$ cat src/rtl/ifetch_queue.sv
// Instruction prefetch queue: streams sequential words from an in-order memory port into an
// address-tagged FIFO and presents the word matching the core's PC. Optional IFQ_BYPASS_EN forwards a miss response same-cycle.
module ifetch_queue #(
  parameter int          DEPTH    = 4,
  parameter int          MAX_OUT  = 2,
  parameter logic [31:0] RESET_PC = 32'h0
) (
  input  logic        clk,
  input  logic        reset,
  input  logic [31:0] pc_i,
  input  logic        pc_take,
  output logic [31:0] instr,
  output logic        instr_valid,
  output logic        imem_req,
  output logic [31:0] imem_addr,
  input  logic        imem_gnt,
  input  logic        imem_rvalid,
  input  logic [31:0] imem_rdata
);

  localparam int PTR_W = $clog2(DEPTH);
  localparam int CNT_W = $clog2(DEPTH + 1);
  localparam logic [CNT_W:0]   DEPTH_V   = (CNT_W + 1)'(DEPTH);
  localparam logic [CNT_W-1:0] MAX_OUT_V = CNT_W'(MAX_OUT);

  logic [31:0]      addrMem [DEPTH];
  logic [31:0]      dataMem [DEPTH];
  logic [PTR_W-1:0] headPtr, tailPtr, headNext, tailNext;
  logic [CNT_W-1:0] count, countNext;
  logic [CNT_W-1:0] outstanding, outNext;
  logic [CNT_W-1:0] drop, dropNext;
  logic [31:0]      fetchAddr, fetchNext;
  logic [31:0]      respAddr, respNext;
  logic [31:0]      headAddr, headData, streamPc;
  logic [CNT_W:0]   occupancy;
  logic             hit, redirect, issue, pop, pushEn, respLive;
  logic             bypassHit, bypassTake;

  assign headAddr = addrMem[headPtr];
  assign headData = dataMem[headPtr];

  // The address the core should be asking for if no control transfer happened.
  always_comb begin
    streamPc = fetchAddr;
    if (count != '0)
      streamPc = headAddr;
    else if (outstanding > drop)
      streamPc = respAddr;
  end

  assign hit      = (count != '0) && (headAddr == pc_i);
  assign redirect = (pc_i != streamPc);

  // Slots already promised: queued words plus live (non-dropped) requests in flight.
  assign occupancy = {1'b0, count} + {1'b0, outstanding} - {1'b0, drop};

  assign imem_req  = reset && !redirect && (occupancy < DEPTH_V) && (outstanding < MAX_OUT_V);
  assign imem_addr = fetchAddr;
  assign issue     = imem_req && imem_gnt;
  assign respLive  = imem_rvalid && (drop == '0);

`ifdef IFQ_BYPASS_EN
  assign bypassHit = reset && (count == '0) && respLive && (respAddr == pc_i);
`else
  assign bypassHit = 1'b0;
`endif
  assign bypassTake = bypassHit && pc_take;

  assign pop         = pc_take && hit;
  assign instr_valid = reset && (hit || bypassHit);
  assign instr       = hit ? headData : (bypassHit ? imem_rdata : 32'h0);

  assign pushEn = !redirect && respLive && !bypassTake;

  always_comb begin
    countNext = count;
    headNext  = headPtr;
    tailNext  = tailPtr;
    fetchNext = fetchAddr;
    respNext  = respAddr;
    outNext   = outstanding;
    dropNext  = drop;
    if (redirect) begin
      // Every request still in flight after this edge belongs to the old stream.
      countNext = '0;
      headNext  = '0;
      tailNext  = '0;
      fetchNext = pc_i;
      respNext  = pc_i;
      outNext   = outstanding - CNT_W'(imem_rvalid);
      dropNext  = outstanding - CNT_W'(imem_rvalid);
    end else begin
      if (issue)
        fetchNext = fetchAddr + 32'd4;
      outNext = outstanding + CNT_W'(issue) - CNT_W'(imem_rvalid);
      if (imem_rvalid) begin
        if (drop != '0)
          dropNext = drop - 1'b1;
        else
          respNext = respAddr + 32'd4;
      end
      if (pushEn)
        tailNext = tailPtr + 1'b1;
      if (pop)
        headNext = headPtr + 1'b1;
      countNext = count + CNT_W'(pushEn) - CNT_W'(pop);
    end
  end

  always_ff @(posedge clk or negedge reset) begin
    if (!reset) begin
      headPtr     <= '0;
      tailPtr     <= '0;
      count       <= '0;
      outstanding <= '0;
      drop        <= '0;
      fetchAddr   <= RESET_PC;
      respAddr    <= RESET_PC;
      for (int i = 0; i < DEPTH; i++) begin
        addrMem[i] <= '0;
        dataMem[i] <= '0;
      end
    end else begin
      headPtr     <= headNext;
      tailPtr     <= tailNext;
      count       <= countNext;
      outstanding <= outNext;
      drop        <= dropNext;
      fetchAddr   <= fetchNext;
      respAddr    <= respNext;
      if (pushEn) begin
        addrMem[tailPtr] <= respAddr;
        dataMem[tailPtr] <= imem_rdata;
      end
    end
  end

endmodule
$ cat config.mk
export PLATFORM = sky130hd
export DESIGN_NAME = ifetch_queue
export DESIGN_NICKNAME = d
export VERILOG_FILES = /design/src/rtl/ifetch_queue.sv
export SDC_FILE = /design/constraint.sdc
export NUM_CORES = 1
export LEC_CHECK = 0
export BUFFER_PORTS_ARGS = -buffer_cell sky130_fd_sc_hd__buf_2
export CELL_PAD_IN_SITES_DETAIL_PLACEMENT = 0
export CELL_PAD_IN_SITES_GLOBAL_PLACEMENT = 1
export CORE_UTILIZATION = 50
export DETAILED_ROUTE_END_ITERATION = 8
export HOLD_SLACK_MARGIN = 0.08
export PLACE_DENSITY_LB_ADDON = 0.3
export RECOVER_POWER = 25
export SLEW_MARGIN = 40
export SYNTH_ARGS = -nofsm -noshare
export SYNTH_HDL_FRONTEND = slang
export SYNTH_SLANG_ARGS = --single-unit
$ cat constraint.sdc
create_clock -name clk -period 5.8 [get_ports clk]
set_input_delay 1.16 -clock clk [delete_from_list [all_inputs] [get_ports clk]]
set_output_delay 1.16 -clock clk [all_outputs]
set_load 0.02 [all_outputs]
* Word-level counts from Yosys, hierarchy flattened *
Cells that the tools add are included.

operators by class
  $add $sub $neg = 12
  $lt $le $gt $ge = 6
  eq/ne operators = 3
  multiplexer cells = 27
  bitwise gates (word level) = 2
  reduce and logical (&&, ||, !) cells = 21

operators by type and width
  cell                                                      count
  2-to-1 mux 32 bit                                         13
  bitwise mux 128 bit                                       2
  binary-select mux 32 bit (select 2 bit)                   2
  adder 32 x 3 -> 32 bit, second input constant             2
  demux 32 bit (select 2 bit)                               1
  == test 32 bit                                            1
  inequality test 32 bit                                    1
  2-to-1 mux 3 bit                                          5
  logical AND 1 bit                                         10
  nonzero test 2 bit                                        5
  subtractor 3 x 1 -> 3 bit                                 3
  2-to-1 mux 2 bit                                          4
  adder 3 x 1 -> 3 bit                                      2
  greater-or-equal comparator 3 bit, second input constant  2
  NOT 2 -> 3 bit                                            2
  nonzero test 3 bit                                        2
  adder 2 x 1 -> 2 bit, second input constant               2
  adder 3 x 3 -> 4 bit                                      1
  < comparator 4 x 3 -> 1 bit, second input constant        1
  AND reduction 2 bit                                       2
  subtractor 4 x 3 -> 4 bit                                 1
  greater-than comparator 3 bit                             1
  logical NOT 3 bit                                         1
  < comparator 3 x 1 -> 1 bit, second input constant        1
  other kinds (4)                                           4

word-level totals
  bits in registers = 333

* Depth between registers and ports, before layout *
Gate-level depths: netlist of run 1.

  depth in word-level cells = 14
  mapped depth = 22

* Worst setup path after synthesis of run 1 *
Ideal clock, no wire load.

  kind = input -> output
  start = input port pc_i[12]
  end = output port imem_req
  data arrival time = 3.604 ns
  required time = 4.640 ns
  slack = 1.036 ns
  cell stages on the path = 10
  buffers on the path = 2
  path through = inv_1 a221o_1 a311oi_1 a311o_1 a21bo_2 a2111oi_2 nand4_1 clkbuf_1 buf_1 nor2_1

between the ends
  word-level cells in the longest chain between the ends = 5

ends and longest elaborated chain
  element                          line  text
  start: declaration               10    input logic [31:0] pc_i,
  inequality test 32 bit           52    assign redirect = (pc_i != streamPc);
  logical NOT 1 bit                57    assign imem_req = reset && !redirect && (occupancy < DEPTH_V) && (outstanding < MAX_OUT_V);
  logical AND 1 bit (3 in series)  57
  end: declaration                 14    output logic imem_req,

Every way passes these cells.

* Worst setup path after layout of run 1 *
  start = register drop[2]
  end = output port imem_req

between the ends
  word-level cells in the longest chain between the ends = 8

ends and longest elaborated chain
  element                            line  text
  start: declaration                 31    logic [CNT_W-1:0] drop, dropNext;
  start signal: assignment           128   drop <= dropNext;
  greater-than comparator 3 bit      47    else if (outstanding > drop)
  2-to-1 mux 32 bit                  47
  2-to-1 mux 32 bit                  45    if (count != '0)
  inequality test 32 bit             52
  logical NOT 1 bit                  57
  logical AND 1 bit                  57
  logical AND 1 bit * (2 in series)  57

Mark *: on every way between the ends. The rest lies on a longest branch, timed or not.

==> results_tabular.tex, run 1 <==
\begin{tabular}{lr}
\hline
Metric & Value \\
\hline
\multicolumn{2}{l}{\textbf{Cells and area}} \\
Net count reported at finish & 1619 \\
Number of inserted diodes & 0 \\
Post-synthesis to final-layout area growth & 13.7\% \\
Non-filler instance count after layout & 2004 \\
Fraction of layout cells with a size suffix above 1 & 0.208 \\
\multicolumn{2}{l}{\textbf{Clock network}} \\
Hold-fix buffer count after cts & 0 \\
Clock network latency to the later pin of the worst-skew pair & 0.54 ns \\
CTS Buf Count & 38 \\
Number of clock sinks & 333 \\
Count of instances resized after the clock tree is built & 0 \\
Max H-tree Level & 2 \\
Number of buffers on the longest clock path & 3 \\
Number of buffers inserted to repair setup after CTS & 0 \\
Root Buffer & clkbuf\_16 \\
CTS tree & built \\
Clock slew seen by the registers of the worst setup and hold paths & 0.06 ns \\
\multicolumn{2}{l}{\textbf{Die}} \\
DIE HEIGHT & 189 microns \\
Die ar. & 35600 sq um \\
Number of placement rows & 67 \\
Die Wd & 189 microns \\
Placeable Area & 33900 sq um \\
Starting density of the core & 0.514 \\
Top-level I/O count & 135 \\
\multicolumn{2}{l}{\textbf{Critical path}} \\
Worst reg2reg path startpoint & drop[2] \\
Arr. time, crit path & 4.44 ns \\
Critical path depth in cells & 11 \\
Depth of the worst register-to-register path & 18 \\
Classification of the worst setup path & reg2out \\
Critical register-to-register path endpoint & outstanding[2] \\
Cell type of the slowest stage on the worst timing path & nor2\_1 \\
Startpoint type of the worst setup path & register \\
Critical Path Fanout Max & 14 \\
Register-to-register setup slack & 0.46 ns \\
Buffering stage count on the worst path with inverters included & 3 \\
Critical path destination & imem\_req \\
Crit path max-delay family & compound AO/OA/AOI/OAI gates \\
Sort of element at the end of the critical path & output pin \\
Cells along the critical path & inv\_1 -> ha\_1 -> buf\_4 -> o21ai\_0 -> nor2\_1 -> o211ai\_1 -> a21bo\_2 -> a2111oi\_2 -> nand4\_1 -> nor2\_1 -> buf\_2 \\
CP max stage delay & 0.74 ns \\
Timing startpoint of the critical path & drop[2] \\
Top cell by count, worst path & nor2\_1 \\
Critical path data required time & 4.64 ns \\
\multicolumn{2}{l}{\textbf{Route}} \\
Count of vias placed by the detailed router & 12000 \\
Met1 layer wirelength in the final routing & 20200 microns \\
Routed length on met3 & 3100 microns \\
Total wire length after detailed routing & 45300 microns \\
Remaining routing DRC violations & 0 \\
Iteration-0 DRC count of the detailed router & 765 \\
Routed Antenna Nets & 0 \\
First drt pass iteration count & 6 \\
Top metal layer carrying routed signals & met4 \\
Met2 wire len & 20500 microns \\
Routed wirelength normalized by instance count & 22.6 microns \\
Post-DR vias/cell & 5.98 \\
\multicolumn{2}{l}{\textbf{Synth}} \\
Average size of a mapped cell & 12.3 sq um \\
Number of enable-type register cells in the synthesized netlist & 0 \\
Biggest area consumer among synthesized cells & dfrtp\_1 \\
Most frequently used flop master after synthesis & dfrtp\_1 \\
Share of Yosys cell area claimed by the top area cell type & 0.478 \\
Ys async rst share & 1.00 \\
Netlist cell types & 66 \\
Area of the mapped netlist & 17400 sq um \\
Largest cells by area after synthesis & dfrtp\_1, mux2\_1, mux4\_2 \\
Synthesis-stage register bit count & 333 \\
Post-synthesis net count & 1507 \\
Synthesized instance count & 1414 \\
Seq/Total Area, Yosys & 0.478 \\
Synth Warn \# & 0 \\
\multicolumn{2}{l}{\textbf{Timing}} \\
Achievable frequency & 0.179 GHz \\
Clock skew after layout & 0.0203 ns \\
Setup ws final & 0.204 ns \\
Setup TNS & 0 ns \\
Count of endpoints failing hold in the final timing report & 0 \\
Worst slew pin tran & 3.04 ns \\
Unrepaired setup endpoints after global routing & false \\
Share of the clock period used by the worst path & 0.965 \\
Smallest hold slack & 0.484 ns \\
Clock period minus worst slack & 5.60 ns \\
Max\_slew headroom & -1.02 \\
Max-slew violation count & 119 \\
Final count of negative-setup-slack endpoints & 0 \\
\multicolumn{2}{l}{\textbf{Global route}} \\
GRT Overall Usage & 0.262 \\
Number of antenna violations at the first check in global routing & 0 \\
Number of global-route vias before repair & 12300 \\
Maximum number of pins on one net before global-route repair & 119 \\
Remaining Overflow, GRT & 0 \\
Global-route wire length before repair & 72100 microns \\
\multicolumn{2}{l}{\textbf{Worst hold path}} \\
Hold Path Origin & dataMem[96] \\
Worst min-delay path category & reg2reg \\
Number of cells on the worst hold path & 1 \\
\multicolumn{2}{l}{\textbf{Placement}} \\
HPWL Detailed & 31600 microns \\
Count of buffers inserted at the top-level ports & 134 \\
Cell Count Post-Placement & 1934 \\
Worst Setup Slack post-DPL & 0.581 ns \\
Placer's final routability congestion estimate & 0.970 \\
\multicolumn{2}{l}{\textbf{Power and ir drop}} \\
Tot Pwr & 6.17 mW \\
Power spent charging and discharging nets & 1.94 mW \\
Cell Pwr Density & 311 nW/um\^{}2 \\
Seq pwr share & 0.398 \\
Clock Power Share & 0.381 \\
Power Internal & 4.23 mW \\
Highest ir drop seen on vdd & 0.236 mV \\
Leakage power & 9.55 nW \\
Sw Share & 0.314 \\
Combinational cell fraction of total power & 0.222 \\
\multicolumn{2}{l}{\textbf{Flow run}} \\
Max cap viols & 1 \\
\multicolumn{2}{l}{\textbf{Run status}} \\
Failing checks & capacitance limit, slew limit \\
Result of the run & complete, but fails checks \\
\hline
\end{tabular}
==> stage by stage <==
step / instance area [sq um] / utilization
2_1_floorplan: 17400 / -
3_3_place_gp: 18600 / 0.549
3_5_place_dp: 18600 / 0.549
4_1_cts: 19800 / 0.586
5_1_grt: 19800 / 0.585
6_report: 19800 / 0.585
==> power by group through the flow <==
stage	Combinational, mW	Clock [mW]	Sequential (mW)
detailed placement	1.34	0	2.49
global placement	1.33	0	2.49
global route	1.50	2.51	2.46
floorplan	0.941	0	2.46
CTS	1.35	2.40	2.45
finish	1.37	2.35	2.45
==> cells by family (layout without fill, tap and decap cells) <==
logic type	Yosys count	in the layout	share of synthesized area
AND/OR/NAND/NOR	277	277	0.0836
XOR/XNOR	115	115	0.0578
AO/OA/AOI/OAI	175	175	0.0676
buffers and inverters	151	293	0.0350
multiplexers	339	339	0.259
adder cells (fa/ha/maj)	24	24	0.0190
flip-flops	333	333	0.478
==> sequential cells by signal, indices dropped and copies added (netlist names) <==
| name | cells |
|---|---|
| tailPtr | 2 |
| imem_addr | 32 |
| count | 3 |
| drop | 3 |
| outstanding | 3 |
| headPtr | 2 |
| addrMem | 128 |
| dataMem | 128 |
| respAddr | 32 |
==> cell usage after synthesis (5+ instances only) <==
library cell  count
a221oi_1          8
buf_1            10
nand2_1          82
a211oi_1         10
o21ai_0          68
dfrtp_1         333
buf_2            32
nor3_1           13
xor2_1           46
ha_1             20
clkbuf_1         46
inv_1            62
o22ai_1           9
a21oi_1          16
a311oi_1          5
mux2_2           21
nor2b_1          37
nor4_1            6
nor2_1           38
o211ai_1          8
and2_1           11
nand4_1          19
and4_1            9
xnor2_1          69
mux2_1          240
mux4_2           63
and3_1            9
mux2i_1          15
nand3_1          35
==> cell type report <==
cell class,instances,area (sq um)
clock inverter,18,161
multi-input combinational,930,8490
sequential,333,8340
inverter,62,233
clock buffer,52,1070
timing repair buffer,161,963
fill,2784,14100
tap,448,561
==> placed cells by master (no fill, tap or decap), drive strengths merged, types with 8 or more instances in the layout <==
cell    count
nand2      82
xor2       46
nor2b      37
inv        64
a221oi      8
ha         20
nand3      39
and2       11
xnor2      69
nor3       14
a211oi     10
nand4      19
clkinv     14
clkbuf     53
and4        9
dfrtp     333
and3        9
mux4       63
o21ai      68
mux2i      15
mux2      261
nor2       38
o22ai       9
o211ai      8
buf       160
a21oi      16
==> per-layer routing <==
metal | global-route usage | vias up
li1 | - | 5345
met5 | 0 | -
met4 | 0.0868 | 0
met1 | 0.373 | 6121
met2 | 0.408 | 417
met3 | 0.0445 | 109
==> worst min path at each step <==
stage	end
CTS	dataMem[43]
global placement	dataMem[36]
floorplan	addrMem[34]
detailed placement	dataMem[43]
global route	addrMem[44]
finish	dataMem[96]
(Power assumes the default switching activity.)
==> run 2, diff against run 1 <==
--- a/config.mk
+++ b/config.mk
@@ -6,9 +6,7 @@
 export NUM_CORES = 1
 export LEC_CHECK = 0
 export BUFFER_PORTS_ARGS = -buffer_cell sky130_fd_sc_hd__buf_2
-export CELL_PAD_IN_SITES_DETAIL_PLACEMENT = 0
-export CELL_PAD_IN_SITES_GLOBAL_PLACEMENT = 1
-export CORE_UTILIZATION = 50
+export CORE_UTILIZATION = 60
 export DETAILED_ROUTE_END_ITERATION = 8
 export HOLD_SLACK_MARGIN = 0.08
 export PLACE_DENSITY_LB_ADDON = 0.3
==> run 2 against run 1 <==
Compared with the run above:
- the flow still finishes with violations (capacitance limit, slew limit)
- global-route usage increased by 5.5 points
- non-clock buffer count unchanged
- critical endpoint unchanged
- sequential share of layout area is 0.11 points higher
- final cell count down 3.5%
- wire length is 0.20% higher
- worst hold slack is essentially flat
==> results_tabular.tex, run 2 (synthesized netlist as in run 1, its figures left out) <==
\begin{tabular}{lr}
\hline
Metric & Value \\
\hline
\multicolumn{2}{l}{\textbf{Clock network}} \\
Number of buffers inserted to repair setup after CTS & 0 (unchanged) \\
CTS tree & built (unchanged) \\
CTS Buf Count & 36 (was 38) \\
Root Buffer & clkbuf\_16 (unchanged) \\
Clock slew seen by the registers of the worst setup and hold paths & 0.06 ns (about the same) \\
Number of buffers on the longest clock path & 3 (unchanged) \\
Number of clock sinks & 333 (unchanged) \\
Clock network latency to the later pin of the worst-skew pair & 0.53 ns (was 0.54 ns) \\
Max H-tree Level & 2 (unchanged) \\
Hold-fix buffer count after cts & 0 (unchanged) \\
\multicolumn{2}{l}{\textbf{Critical path}} \\
Classification of the worst setup path & reg2out (unchanged) \\
Cells along the critical path & inv\_1 -> ha\_1 -> and2b\_1 -> nor2\_1 -> nor2\_1 -> o211ai\_1 -> a21bo\_2 -> a2111oi\_2 -> nand4\_1 -> nor2\_1 -> buf\_2 (was inv\_1 -> ha\_1 -> buf\_4 -> o21ai\_0 -> nor2\_1 -> o211ai\_1 -> a21bo\_2 -> a2111oi\_2 -> nand4\_1 -> nor2\_1 -> buf\_2) \\
Critical path data required time & 4.64 ns (about the same) \\
Startpoint type of the worst setup path & register (unchanged) \\
Critical Path Fanout Max & 9 (was 14) \\
CP max stage delay & 0.55 ns (was 0.74 ns) \\
Cell type of the slowest stage on the worst timing path & nor2\_1 (unchanged) \\
Buffering stage count on the worst path with inverters included & 2 (was 3) \\
Sort of element at the end of the critical path & output pin (unchanged) \\
Crit path max-delay family & simple AND/OR/NAND/NOR gates (was compound AO/OA/AOI/OAI gates) \\
Top cell by count, worst path & nor2\_1 (unchanged) \\
Arr. time, crit path & 4.40 ns (was 4.44 ns) \\
\multicolumn{2}{l}{\textbf{Die}} \\
Die ar. & 29700 sq um (was 35600 sq um) \\
Placeable Area & 28600 sq um (was 33900 sq um) \\
Top-level I/O count & 135 (unchanged) \\
Die Wd & 172 microns (was 189 microns) \\
DIE HEIGHT & 172 microns (was 189 microns) \\
Number of placement rows & 62 (was 67) \\
Starting density of the core & 0.609 (was 0.514) \\
\multicolumn{2}{l}{\textbf{Power and ir drop}} \\
Cell Pwr Density & 316 nW/um\^{}2 (was 311 nW/um\^{}2) \\
Power spent charging and discharging nets & 1.87 mW (was 1.94 mW) \\
Power Internal & 4.39 mW (was 4.23 mW) \\
Combinational cell fraction of total power & 0.219 (was 0.222) \\
Clock Power Share & 0.389 (was 0.381) \\
Seq pwr share & 0.392 (was 0.398) \\
Sw Share & 0.299 (was 0.314) \\
Highest ir drop seen on vdd & 0.249 mV (was 0.236 mV) \\
Leakage power & 9.54 nW (was 9.55 nW) \\
\multicolumn{2}{l}{\textbf{Placement}} \\
Placer's final routability congestion estimate & 0.971 (was 0.970) \\
HPWL Detailed & 30700 microns (was 31600 microns) \\
Count of buffers inserted at the top-level ports & 134 (unchanged) \\
\multicolumn{2}{l}{\textbf{Timing}} \\
Final count of negative-setup-slack endpoints & 0 (unchanged) \\
Unrepaired setup endpoints after global routing & false (unchanged) \\
Achievable frequency & 0.180 GHz (was 0.179 GHz) \\
Worst slew pin tran & 3.43 ns (was 3.04 ns) \\
Share of the clock period used by the worst path & 0.958 (was 0.965) \\
Count of endpoints failing hold in the final timing report & 0 (unchanged) \\
Clock period minus worst slack & 5.56 ns (was 5.60 ns) \\
Clock skew after layout & 0.0310 ns (was 0.0203 ns) \\
Smallest hold slack & 0.483 ns (was 0.484 ns) \\
Max-slew violation count & 66 (was 119) \\
Max\_slew headroom & -1.28 (was -1.02) \\
Setup TNS & 0 ns (unchanged) \\
\multicolumn{2}{l}{\textbf{Cells and area}} \\
Commonest non-fill, non-tap cells in the layout & dfrtp\_1, mux2\_1, buf\_2, nand2\_1, xnor2\_1 (unchanged) \\
Most common library cell in the layout ignoring fill and taps & dfrtp\_1 (unchanged) \\
Net count reported at finish & 1617 (was 1619) \\
Fraction of layout cells with a size suffix above 1 & 0.206 (was 0.208) \\
Filler cell count & 2053 (was 2784) \\
Post-synthesis to final-layout area growth & 13.4\% (was 13.7\%) \\
Biggest registers after layout & addrMem: 128 flops, dataMem: 128 flops (unchanged) \\
Number of inserted diodes & 0 (unchanged) \\
\multicolumn{2}{l}{\textbf{Flow run}} \\
Max cap viols & 1 (unchanged) \\
\multicolumn{2}{l}{\textbf{Global route}} \\
Global-route wire length before repair & 70800 microns (was 72100 microns) \\
Number of global-route vias before repair & 12400 (was 12300) \\
Maximum number of pins on one net before global-route repair & 78 (was 119) \\
GRT Overall Usage & 0.317 (was 0.262) \\
Number of antenna violations at the first check in global routing & 0 (unchanged) \\
Remaining Overflow, GRT & 0 (unchanged) \\
\multicolumn{2}{l}{\textbf{Route}} \\
Routed wirelength normalized by instance count & 23.5 microns (was 22.6 microns) \\
First drt pass iteration count & 6 (unchanged) \\
Post-DR vias/cell & 6.34 (was 5.98) \\
Total wire length after detailed routing & 45400 microns (was 45300 microns) \\
Iteration-0 DRC count of the detailed router & 1163 (was 765) \\
Remaining routing DRC violations & 0 (unchanged) \\
Count of vias placed by the detailed router & 12300 (was 12000) \\
Routed Antenna Nets & 0 (unchanged) \\
\multicolumn{2}{l}{\textbf{Run status}} \\
Result of the run & complete, but fails checks (unchanged) \\
Failing checks & capacitance limit, slew limit (unchanged) \\
\multicolumn{2}{l}{\textbf{Worst hold path}} \\
Worst min-delay path category & reg2reg (unchanged) \\
\hline
\end{tabular}
-- run 2: final cells by class --
| class | instances | area, sq um | area share |
|---|---|---|---|
| clock buffers | 53 | 1080 | 0.0544 |
| clock inverters | 11 | 188 | 0.00950 |
| inverters | 62 | 233 | 0.0118 |
| multi-input cells | 930 | 8500 | 0.430 |
| flip-flops and latches | 333 | 8340 | 0.422 |
| well taps | 384 | 480 | 0.0243 |
| repair buffers | 161 | 950 | 0.0481 |
-- run 2: power by group through the flow --
stage | Combinational [mW] | Sequential (mW) | Clock [mW]
finish | 1.37 | 2.45 | 2.43
global route | 1.49 | 2.46 | 2.57
CTS | 1.33 | 2.45 | 2.47
detailed placement | 1.32 | 2.49 | 0
global placement | 1.31 | 2.49 | 0
floorplan | 0.941 | 2.46 | 0
-- run 2: worst register-to-register path, delay by kind of cell, from the launching register on --
| family | cells | cell delay, ns |
|---|---|---|
| AOI/OAI and AO/OA | 3 | 0.97 |
| xor gates and xnor gates | 2 | 0.32 |
| adders and majority gates | 4 | 1.22 |
| buffers and inverters | 4 | 0.45 |
| DFF | 1 | 0.38 |
| and+or+nand+nor | 6 | 1.56 |
-- run 2: metal layers --
layer	up-vias	GRT usage	wire [microns]
met5	-	0	0
met4	0	0.127	1770
met3	132	0.0641	3610
met2	584	0.491	20800
met1	6204	0.439	19200
li1	5340	-	-
-- run 2: what timing repair did --
| action | CTS | global route |
|---|---|---|
| setup endpoints to repair | 0 | 1 |
| hold endpoints to repair | 0 | 0 |
| gates resized for setup | 0 | 1 |
-- run 2: path summary, 6_finish.rpt --
| kind | startpoint | endpoint | slack, ns | depth (start not counted) |
|---|---|---|---|---|
| max | drop[1] | imem_req | 0.24 | 11 |
| min | dataMem[39] | dataMem[39] | 0.48 | 1 |
| max reg2reg | drop[1] | count[2] | 0.77 | 19 |
| min reg2reg | dataMem[39] | dataMem[39] | 0.48 | 1 |
| max in group asynchronous | reset | dataMem[97] | 1.51 | 2 |
| min in group asynchronous | reset | respAddr[17] | 0.60 | 1 |
-- run 2: stage by stage --
stage	power [mW]	instance area, sq um	cells	utilization	setup WS (ns)
after floorplan	3.40	17400	1414	-	1.04
after global placement	3.80	18500	1870	0.646	0.935
after detailed placement	3.82	18500	1870	0.646	0.853
after CTS	6.26	19800	1934	0.690	0.282
after global routing	6.51	19800	1934	0.690	0.0447
final	6.25	19800	1934	0.690	0.244
